`src/rtl/dual_branch_predictor.sv`:
```
// Dual-ported 2-bit saturating-counter branch history table with a sequenced clear sweep.
// Optional macro BP_BYPASS_EN forwards same-cycle update results to the fetch lookups.
module dual_branch_predictor #(
    parameter int INDEX_BITS = 6,
    parameter int PC_WIDTH   = 32
) (
    input  logic                clk,
    input  logic                reset,
    input  logic [PC_WIDTH-1:0] pc_fetch_1,
    input  logic [PC_WIDTH-1:0] pc_fetch_2,
    output logic                prediction_1,
    output logic                prediction_2,
    input  logic                BranchExecute_1,
    input  logic                BranchExecute_2,
    input  logic [PC_WIDTH-1:0] branch_pc_1,
    input  logic [PC_WIDTH-1:0] branch_pc_2,
    input  logic                actual_prediction_1,
    input  logic                actual_prediction_2,
    input  logic                clear_table,
    output logic                bp_busy
);
    localparam int ENTRIES = 1 << INDEX_BITS;
    localparam logic [INDEX_BITS:0] LAST_PTR = (INDEX_BITS + 1)'(ENTRIES - 1);

    typedef enum logic {IDLE, CLEAR} state_t;

    state_t              state;
    logic [INDEX_BITS:0] ptr;
    logic [1:0]          bht [ENTRIES];

    logic [INDEX_BITS-1:0] fidx1, fidx2, uidx1, uidx2;
    logic                  upd1, upd2;
    logic [1:0]            new1, base2, new2, look1, look2;
    logic                  unused_pc_bits;

    function automatic logic [1:0] step(input logic [1:0] c, input logic taken);
        if (taken) return (c == 2'b11) ? c : c + 2'b01;
        else       return (c == 2'b00) ? c : c - 2'b01;
    endfunction

    assign fidx1 = pc_fetch_1[INDEX_BITS+1:2];
    assign fidx2 = pc_fetch_2[INDEX_BITS+1:2];
    assign uidx1 = branch_pc_1[INDEX_BITS+1:2];
    assign uidx2 = branch_pc_2[INDEX_BITS+1:2];

    assign unused_pc_bits = ^{pc_fetch_1[PC_WIDTH-1:INDEX_BITS+2], pc_fetch_1[1:0],
                              pc_fetch_2[PC_WIDTH-1:INDEX_BITS+2], pc_fetch_2[1:0],
                              branch_pc_1[PC_WIDTH-1:INDEX_BITS+2], branch_pc_1[1:0],
                              branch_pc_2[PC_WIDTH-1:INDEX_BITS+2], branch_pc_2[1:0]};

    assign upd1 = BranchExecute_1 && (state == IDLE);
    assign upd2 = BranchExecute_2 && (state == IDLE);

    // inst2 steps from inst1's result when both hit the same entry (program order)
    assign new1  = step(bht[uidx1], actual_prediction_1);
    assign base2 = (upd1 && (uidx1 == uidx2)) ? new1 : bht[uidx2];
    assign new2  = step(base2, actual_prediction_2);

    always_comb begin
        look1 = bht[fidx1];
        look2 = bht[fidx2];
`ifdef BP_BYPASS_EN
        // new2 already carries the merged value for a same-index pair, so it overrides new1
        if (upd1 && (uidx1 == fidx1)) look1 = new1;
        if (upd2 && (uidx2 == fidx1)) look1 = new2;
        if (upd1 && (uidx1 == fidx2)) look2 = new1;
        if (upd2 && (uidx2 == fidx2)) look2 = new2;
`endif
        prediction_1 = (state == IDLE) && look1[1];
        prediction_2 = (state == IDLE) && look2[1];
    end

    always_ff @(posedge clk or posedge reset) begin
        if (reset) begin
            for (int i = 0; i < ENTRIES; i++) bht[i] <= 2'b01;
            state   <= IDLE;
            ptr     <= '0;
            bp_busy <= 1'b0;
        end else begin
            case (state)
                IDLE: begin
                    if (upd1) bht[uidx1] <= new1;
                    if (upd2) bht[uidx2] <= new2;
                    if (clear_table) begin
                        state   <= CLEAR;
                        ptr     <= '0;
                        bp_busy <= 1'b1;
                    end
                end
                CLEAR: begin
                    bht[ptr[INDEX_BITS-1:0]] <= 2'b01;
                    ptr <= ptr + 1'b1;
                    if (ptr == LAST_PTR) begin
                        state   <= IDLE;
                        bp_busy <= 1'b0;
                    end
                end
                default: begin
                    state   <= IDLE;
                    bp_busy <= 1'b0;
                end
            endcase
        end
    end
endmodule

```
`config.mk`:
```
export PLATFORM = sky130hd
export DESIGN_NAME = dual_branch_predictor
export DESIGN_NICKNAME = d
export VERILOG_FILES = /design/src/rtl/dual_branch_predictor.sv
export SDC_FILE = /design/constraint.sdc
export NUM_CORES = 1
export LEC_CHECK = 0
export CAP_MARGIN = 10
export CELL_PAD_IN_SITES_DETAIL_PLACEMENT = 1
export CELL_PAD_IN_SITES_GLOBAL_PLACEMENT = 1
export CORE_ASPECT_RATIO = 0.6
export CORE_UTILIZATION = 48
export CTS_BUF_LIST = sky130_fd_sc_hd__clkbuf_8
export CTS_CLUSTER_DIAMETER = 30
export DETAILED_ROUTE_END_ITERATION = 6
export PLACE_DENSITY = 0.95
export SLEW_MARGIN = 15
export SYNTH_ARGS = -nofsm -noshare
export SYNTH_HDL_FRONTEND = slang
export SYNTH_SLANG_ARGS = --single-unit
```
`constraint.sdc`:
```
create_clock -name clk -period 6.9 [get_ports clk]
set_input_delay 1.035 -clock clk [delete_from_list [all_inputs] [get_ports clk]]
set_output_delay 1.035 -clock clk [all_outputs]
set_load 0.05 [all_outputs]
```
After elaboration in Yosys (flattened, before gate mapping)
Cells that the tools add are included.
{ "classes": {"add_sub_neg": 5, "n_lt_le_gt_ge": 8, "n_eq_ne": 6, "mux": 39, "n_bitwise": 9, "n_reduce_logical": 11} }
{ "ops": {"columns": ["op", "count"], "rows": [
  ["$mux W128", 3],
  ["$bwmux W128", 2],
  ["$pmux W128 S2", 1],
  ["$and A64 B64 Y64", 1],
  ["$not A64 Y64", 1],
  ["$or A64 B64 Y64", 1],
  ["$bmux W2 S6", 4],
  ["$demux W2 S6", 3],
  ["$mux W2", 18],
  ["$ge A7 B7 Y1 const B", 5],
  ["$not A6 Y7", 5],
  ["$lt A7 B1 Y1 const B", 3],
  ["$pmux W7 S2", 1],
  ["$logic_and A1 B1 Y1", 8],
  ["$add A7 B1 Y7 const B", 1],
  ["$eq A7 B6 Y1 const B", 1],
  ["$mux W7", 1],
  ["$eq A6 B6 Y1", 1],
  ["$add A2 B1 Y2 const B", 2],
  ["$eq A2 B2 Y1 const B", 2],
  ["$logic_not A2 Y1", 2],
  ["$mux W1", 4],
  ["$pmux W1 S2", 2],
  ["$sub A2 B1 Y2 const B", 2],
  ["other kinds (4)", 4]
]} }
{ "word_totals": {"regBits": 137, "input_bits": 135, "out_inout_bits": 3, "word_cells": 145} }

Logic depth before layout (Yosys ltp)
Gate-level depths: netlist (run 1).
{ "depth": {"depth_word": 14, "mapped_depth": 14, "mapped_depth_nobuf": 8} }

Worst setup path before layout (run 1)
No wires, ideal clock.
{ "synth_path": {"kind": "input port to output port", "from": "input pc_fetch_1[2]", "to": "output prediction_1", "arrival_time_ns": 3.723, "required_ns": 5.865, "slack_ns": 2.142, "path_stages": 6, "path_buffers": 2, "path_cell_list": "clkbuf_1 -> buf_1 -> mux4_2 -> mux4_2 -> mux4_2 -> nor2b_1"} }
{ "synth_between": {"elab_chain_cells": 5} }
{ "synth_lines": {"columns": ["element", "line", "source"], "rows": [
  ["start: declaration", "9", "input logic [PC_WIDTH-1:0] pc_fetch_1,"],
  ["$not A6 Y7 (implied by the code)", "60", "look1 = bht[fidx1];"],
  ["$bmux W2 S6", "60", null],
  ["$mux W2 (implied by the code) (2 in series)", "60", null],
  ["$logic_and A1 B1 Y1", "69", "prediction_1 = (state == IDLE) && look1[1];"],
  ["end: declaration", "11", "output logic prediction_1,"]
]} }
Every way passes these cells. The select of a mux whose other input is x is not followed.

Worst setup path in the final report (run 1)
{ "layout_path": {"from": "input pc_fetch_2[3]", "to": "output prediction_2"} }
{ "layout_between": {"elab_chain_cells": 5} }
{ "layout_lines": {"columns": ["element", "line", "source"], "rows": [
  ["start: declaration", "10", "input logic [PC_WIDTH-1:0] pc_fetch_2,"],
  ["$not A6 Y7 (implied by the code)", "61", "look2 = bht[fidx2];"],
  ["$bmux W2 S6", "61", null],
  ["$mux W2 (implied by the code) (2 in series)", "61", null],
  ["$logic_and A1 B1 Y1", "70", "prediction_2 = (state == IDLE) && look2[1];"],
  ["end: declaration", "12", "output logic prediction_2,"]
]} }
Every way passes these cells. The select of a mux whose other input is x is not followed.

==> metrics.txt, run 1 <==
hold crit path type=register to register; static leakage=4.428 nW; I/O pin count=138; endpoint required time on the critical path=5.86 ns; Worst Setup Start Kind=primary input; placer congestion estimate=roughly 1.1; Mapped Nets=1,455; maximum number of pins on one net before global-route repair=80; mean cell area of the mapped netlist=approximately 8.8 µm²; part of the power in the clock network=25.8%; sequential fraction of the synthesis area=a little under a third; initial antenna violation count=0; floorplan row count=43; number of buffer and inverter stages on the critical path=2; number of cells on the worst reg-to-reg path=10; reg2reg setup slack=about 2.9 ns; count of unique library cells instantiated by Yosys=73; crit-path leading delay family=buffers and inverters; drt first pass iters=7; unrepaired setup endpoints after global routing=false; dpl ws=1.387 ns; worst relative slew slack=4.507%; wire length per cell after detailed routing=38.23 µm; x dimension of the die=between 200 and 250 µm; most common cell after layout, fill and taps aside=nand2_1; capture point of the critical path=prediction_2; most frequently used flop master after synthesis=dfrtp_1; Crit path depth=6; Post-CTS Hold Buffers=0; starting density of the core=49.61%; Worst IR Drop VDD=0.0002119 V; number of maximum-capacitance violations=0; number of buffers created by CTS=17; Resized cells post-CTS=0; internal power component=1.688 mW; crit path cell chain=clkdlybuf4s50_1 > mux4_2 > mux4_2 > mux4_2 > nor2b_1 > clkdlybuf4s50_1; final setup margin=1.281 ns; clock latency on the worst-skew pair=~0.54 ns; area added between synthesis and finish=8.697%; Flop pwr share=38.3%; reg-to-reg critical path endpoint=bht[36]; number of flops mapped to enable cells by yosys=0; number of warnings issued by yosys=0; DP HPWL=43.72 mm; pwr dens=between 200 and 250 nW/µm²; Port-buffer cells=33; total vias in the final route=between 10,000 and 15,000; most common cell type on the critical path=mux4_2; power share of the combinational group=35.9%; Final Cycle Share=81.44%; Final Setup Violations=0; class of the most critical setup path=primary input to output port; number of instances in the synthesized netlist=1,319; core region area=23,400 µm²; worst setup path start=pc_fetch_2[3]; Post-DRT Antenna Nets=0; actual transition at the worst max-transition pin=roughly 1.4 ns; Post-Route Hold Slack=0.5139 ns; number of failing hold endpoints at the final stage=0; number of global-route vias before repair=12,780; Clock Skew=~0.027 ns; Clk Tree Root Cell=clkbuf_8; Detailed Route WL=62.58 mm; aggregate global routing overflow=0; clock sink count=137; Syn Std Cell Area=11,610 µm²; number of storage elements in the synthesis netlist=roughly 140; clock tree from TritonCTS=built; share of cells above drive strength 1=between 10% and 20%; setup total negative slack=0 ns; number of nets at the end of the flow=between 1,000 and 1,500; Max stage delay on crit path=roughly 1.2 ns; result of the run=complete, no violations; die area=around 25,000 µm²; fin. max-slew vios=0; commonest cells after routing, fill and taps aside=153 x nand2_1, 130 x nor2_1, 73 x dfrtp_1, 68 x nand3_1, 64 x dfstp_2; cell with the largest stage delay on the worst path=clkdlybuf4s50_1; DIE HEIGHT=122.5 µm; worst-case clock buffer depth=2; Switching Share=a little over two fifths; Crit Path Max Fanout=16; arrival time worst endpoint=4.58 ns; # Post-CTS Setup Buffers=0; Layout Utilization=53.92%; beginning of the worst register-to-register path=state; fraction of registers with async set/reset=100.0%; CTS H-tree lvls=4; clock transition at the registers of the reported paths=0.08 ns; All-Layer GR Usage=51.36%; post-route minimum period=5.619 ns; final standard cell count with taps included and fillers excluded=1,637; first-iteration detailed-routing DRC count=2,063; switching power=1.315 mW; number of vias per cell=8.170; post-placement cell count=around 1,600; Setup crit end kind=output port; DRC violation count after routing=0; peak clock frequency supported by timing=about 180 MHz; first-pass GRT wire length=89.99 mm
==> routing by layer <==
metal  vias to the layer above  part of all wire (%)  routed length (µm)  global-route usage [%]
met2                      1277                    37               23220                   66.59
met4                         4                   6.4                3985                   26.03
li1                       5119                     -                   -                       -
met3                       360                    19               11600                   28.41
met1                      6614                    38               23580                   67.01
met5                         -                  0.30                 189                   5.754
==> cell usage after synthesis (all sizes together) (6+ instances only) <==
cell type  instances  area (µm²)
and2              11       68.82
or2                8       50.05
or3b               8       70.07
o211ai            18       135.1
nand2            153       574.3
and3               6       37.54
clkbuf            62       234.0
a211oi            21       170.2
a222oi             7       70.07
inv               25       93.84
a21oi             39       195.2
dfrtp             73        1827
nand2b            12       75.07
nand3             68       340.3
nand4             12       75.07
a22oi             41       312.8
o22ai             48       300.3
a32oi              7       61.31
a221oi            27       292.8
mux2              23       262.8
a221o              7       70.07
buf               50       332.8
o31ai             17       127.6
dfstp             64        1682
o21ai             48       240.2
or3               12       75.07
nand3b            10       75.07
o221ai            36       315.3
nor2             131       491.7
nor3              58       290.3
nor3b             11       92.58
nor2b             18       112.6
a31oi             25       156.4
a41oi              6       52.55
nor4              13       87.58
mux2i             31       310.3
mux4              62        1404
==> tightest hold or removal path, stage by stage (launching register included) <==
cell and delay (ns):
dfstp_2 0.40, inv_1 0.06, a222oi_1 0.06
==> through the flow <==
stage | power (mW) | instance area (µm²)
finish | 3.003 | 12620
global route | 3.044 | 12610
CTS | 2.905 | 12610
detailed placement | 2.141 | 12180
global placement | 2.101 | 12180
floorplan | 1.706 | 11610
==> flip-flops by register name, indices dropped and copies added, names as in the netlist <==
| signal | count |
|---|---|
| ptr | 7 |
| state | 1 |
| bht | 128 |
| bp_busy | 1 |
==> area by class of cell <==
class | instances | area (µm²)
clock inverters | 11 | 143.9
fillers | 2724 | 10780
flip-flops and latches | 137 | 3508
diodes | 2 | 5.005
well taps | 315 | 394.1
clock buffers | 21 | 289.0
multi-input cells | 1044 | 7458
inverters | 26 | 102.6
repair buffers | 81 | 718.2
==> cells by family (layout without fill, tap and decap cells) <==
family / count (synthesis) / after routing / share of synthesized area, %
buffers and inverters: 138 / 139 / 5.723
muxes: 116 / 116 / 17.03
xor gates and xnor gates: 9 / 9 / 0.6789
AOI/OAI and AO/OA: 376 / 376 / 23.74
other: 0 / 2 / 0
DFF: 137 / 137 / 30.22
adders and majority gates: 3 / 3 / 0.2802
and+or+nand+nor: 540 / 540 / 22.33
==> worst min path at each step <==
| stage | start | end | slack, ns | cells after the start |
|---|---|---|---|---|
| after detailed placement | bht[38] | bht[38] | 0.49 | 2 |
| final | bht[38] | bht[38] | 0.51 | 2 |
| after global routing | bht[38] | bht[38] | 0.52 | 2 |
| after CTS | bht[38] | bht[38] | 0.51 | 2 |
| after global placement | bht[38] | bht[38] | 0.49 | 2 |
| after floorplan | bht[38] | bht[38] | 0.46 | 2 |
==> power by group through the flow <==
stage | Combinational [mW] | Sequential (mW) | Clock, mW
after floorplan | 0.662 | 1.04 | 0
after global placement | 0.964 | 1.14 | 0
after detailed placement | 0.996 | 1.15 | 0
after CTS | 1.01 | 1.13 | 0.766
after global routing | 1.09 | 1.16 | 0.796
final | 1.08 | 1.15 | 0.774
Power figures use the tool's default switching activity.
==> inputs of run 2 (changes only) <==
--- a/config.mk
+++ b/config.mk
@@ -9,11 +9,11 @@
 export CELL_PAD_IN_SITES_DETAIL_PLACEMENT = 1
 export CELL_PAD_IN_SITES_GLOBAL_PLACEMENT = 1
 export CORE_ASPECT_RATIO = 0.6
-export CORE_UTILIZATION = 48
+export CORE_UTILIZATION = 40
 export CTS_BUF_LIST = sky130_fd_sc_hd__clkbuf_8
 export CTS_CLUSTER_DIAMETER = 30
 export DETAILED_ROUTE_END_ITERATION = 6
-export PLACE_DENSITY = 0.95
+export PLACE_DENSITY = 0.85
 export SLEW_MARGIN = 15
 export SYNTH_ARGS = -nofsm -noshare
 export SYNTH_HDL_FRONTEND = slang
==> constraint.sdc (replaced) <==
create_clock -name clk -period 4.9 [get_ports clk]
set_input_delay 0.735 -clock clk [delete_from_list [all_inputs] [get_ports clk]]
set_output_delay 0.735 -clock clk [all_outputs]
set_load 0.05 [all_outputs]
==> run 2 against run 1 <==
Against the previous run: sequential share of layout area down 1.1 points; clock skew down 0.0087 ns; largest cell class unchanged; non-clock buffer count up 55; critical path depth up 5; routed wire length up 1.7%; first-iteration DRC count up 4.1%; worst setup slack worse by 0.78 ns; die area up 20%; core utilization down 7.1 points.
==> metrics.txt, run 2 (synthesis gave the netlist of run 1 again) <==
result of the run=complete, no violations; crit path cell chain=clkdlybuf4s50_1 > buf_4 > nand2b_1 > nor2_1 > a22oi_1 > o22ai_1 > or4_1 > a21boi_0 > or3_2 > buf_4 > o221ai_1; worst-case clock buffer depth=2 (unchanged); number of failing hold endpoints at the final stage=0 (unchanged); Final Setup Violations=0 (unchanged); register with the highest flop count=bht; Clk Tree Root Cell=clkbuf_8; Hold Path Cell Cnt=2 (unchanged); Post-DRT Antenna Nets=0 (unchanged); Detailed Route WL=63.62 mm (+1.7%); CTS H-tree lvls=4 (unchanged); floorplan row count=47 (+9.3%); number of maximum-capacitance violations=0 (unchanged); Port-buffer cells=33 (unchanged); DRC violation count after routing=0 (unchanged); Final Cycle Share=89.71%; I/O pin count=138 (unchanged); endpoint required time on the critical path=5.27 ns (-0.59 ns); number of buffers created by CTS=17 (unchanged); number of nets at the end of the flow=1,498 (+3.8%); most common cell after layout, fill and taps aside=nand2_1; unrepaired setup endpoints after global routing=false; first-iteration detailed-routing DRC count=2,147 (+4.1%); area added between synthesis and finish=13.18%; die area=29,730 µm² (+20%); Worst Setup Start Kind=primary input; actual transition at the worst max-transition pin=1.227 ns (-0.1942 ns); final instance area=13,140 µm² (+4.1%); Clock Skew=0.01841 ns (-0.008677 ns); starting density of the core=41.39% (-8.2 points); Resized cells post-CTS=0 (unchanged); Largest regs=bht: 128 flops, ptr: 7 flops; setup total negative slack=0 ns (unchanged); class of the most critical setup path=primary input to register; final standard cell count with taps included and fillers excluded=1,744 (+6.5%); Worst IR Drop VDD=0.0003016 V (+42%); first-pass GRT wire length=91.78 mm (+2.0%); x dimension of the die=221.9 µm (+9.4%); clock transition at the registers of the reported paths=0.09 ns (about the same); arrival time worst endpoint=4.77 ns (+0.19 ns); flip-flop count of the largest register after layout=128 (unchanged); Crit Path Max Fanout=33 (+17); clock tree from TritonCTS=built; clock latency on the worst-skew pair=0.53 ns (about the same); core region area=28,050 µm² (+20%); total vias in the final route=13,500 (+0.92%); clock sink count=137 (unchanged); total power draw=4.296 mW (+43%); # Post-CTS Setup Buffers=0 (unchanged); wire length per cell after detailed routing=36.48 µm (-4.6%); post-route minimum period=4.396 ns; maximum number of pins on one net before global-route repair=71 (-11%); number of global-route vias before repair=13,180 (+3.1%); peak clock frequency supported by timing=227.5 MHz; number of cells on the worst reg-to-reg path=10 (unchanged); fin. max-slew vios=0 (unchanged); aggregate global routing overflow=0 (unchanged); drt first pass iters=6 (-1); Setup crit end kind=register; most common cell type on the critical path=buf_4; DIE HEIGHT=134.0 µm (+9.4%); layout filler cell count=3,259 (+20%); post-placement cell count=1,710 (+6.7%); DP HPWL=46.65 mm (+6.7%); placer congestion estimate=1.079 (-0.16%); initial antenna violation count=1 (+1); cell with the largest stage delay on the worst path=clkdlybuf4s50_1; pwr dens=326.9 nW/µm² (+37%); All-Layer GR Usage=43.12% (-8.2 points); share of cells above drive strength 1=23.35% (+3.4 points); hold crit path type=register to register; Post-CTS Hold Buffers=0 (unchanged); Max stage delay on crit path=0.91 ns (-0.24 ns); static leakage=4.705 nW (+6.3%); commonest cells after routing, fill and taps aside=153 x nand2_1, 131 x nor2_1, 96 x buf_4, 73 x dfrtp_1, 68 x nand3_1; Post-Place Cell Area=12,710 µm² (+4.4%); worst relative slew slack=17.88% (+13 points); number of vias per cell=7.739 (-5.3%)
-- run 2: path summary, 6_finish.rpt --
check                          startpoint        to  slack, ns
setup / recovery           branch_pc_2[4]  bht[121]       0.50
hold / removal                    bht[38]   bht[38]       0.52
setup reg to reg                  bht[31]  bht[126]       1.06
hold reg to reg                   bht[38]   bht[38]       0.52
max in group asynchronous           reset   bht[28]       3.32
min in group asynchronous           reset   bht[81]       0.68
-- run 2: critical path, delay by kind of cell --
| kind | cells | cell delay [ns] |
|---|---|---|
| AO/OA/AOI/OAI | 4 | 0.98 |
| AND/OR/NAND/NOR | 4 | 1.32 |
| buffers and inverters | 3 | 1.67 |
-- run 2: layout make-up --
class                           count  area [µm²]  share of cell area [%]
Sequential cell                   137        3508                   26.70
Multi-Input combinational cell   1044        7445                   56.66
Tap cell                          367       459.2                   3.495
Timing Repair Buffer              136        1196                   9.103
Clock buffer                       17       234.0                   1.781
Antenna cell                        2       5.005                 0.03809
Clock inverter                     15       190.2                   1.447
Inverter                           26       102.6                  0.7808
-- run 2: layer usage --
layer	up-vias	part of all wire (%)	GRT usage [%]
met5	-	0	0
li1	5237	-	-
met4	0	5.5	21.88
met3	273	18	23.20
met1	6734	39	56.78
met2	1253	38	56.25
-- run 2: where the power goes --
group          internal, mW  switching [mW]
Clock                 0.513           0.566
Sequential             1.35           0.287
Combinational         0.521            1.05
-- run 2: through the flow --
step                util [%]  worst slack [ns]  hold slack, ns
global placement       45.31            0.3023          0.4927
detailed placement     45.31            0.2091          0.4946
CTS                    46.83            0.5812          0.5109
finish                 46.84            0.5043          0.5184
global route           46.83            0.4958          0.5285
floorplan                  -            0.6031          0.4587
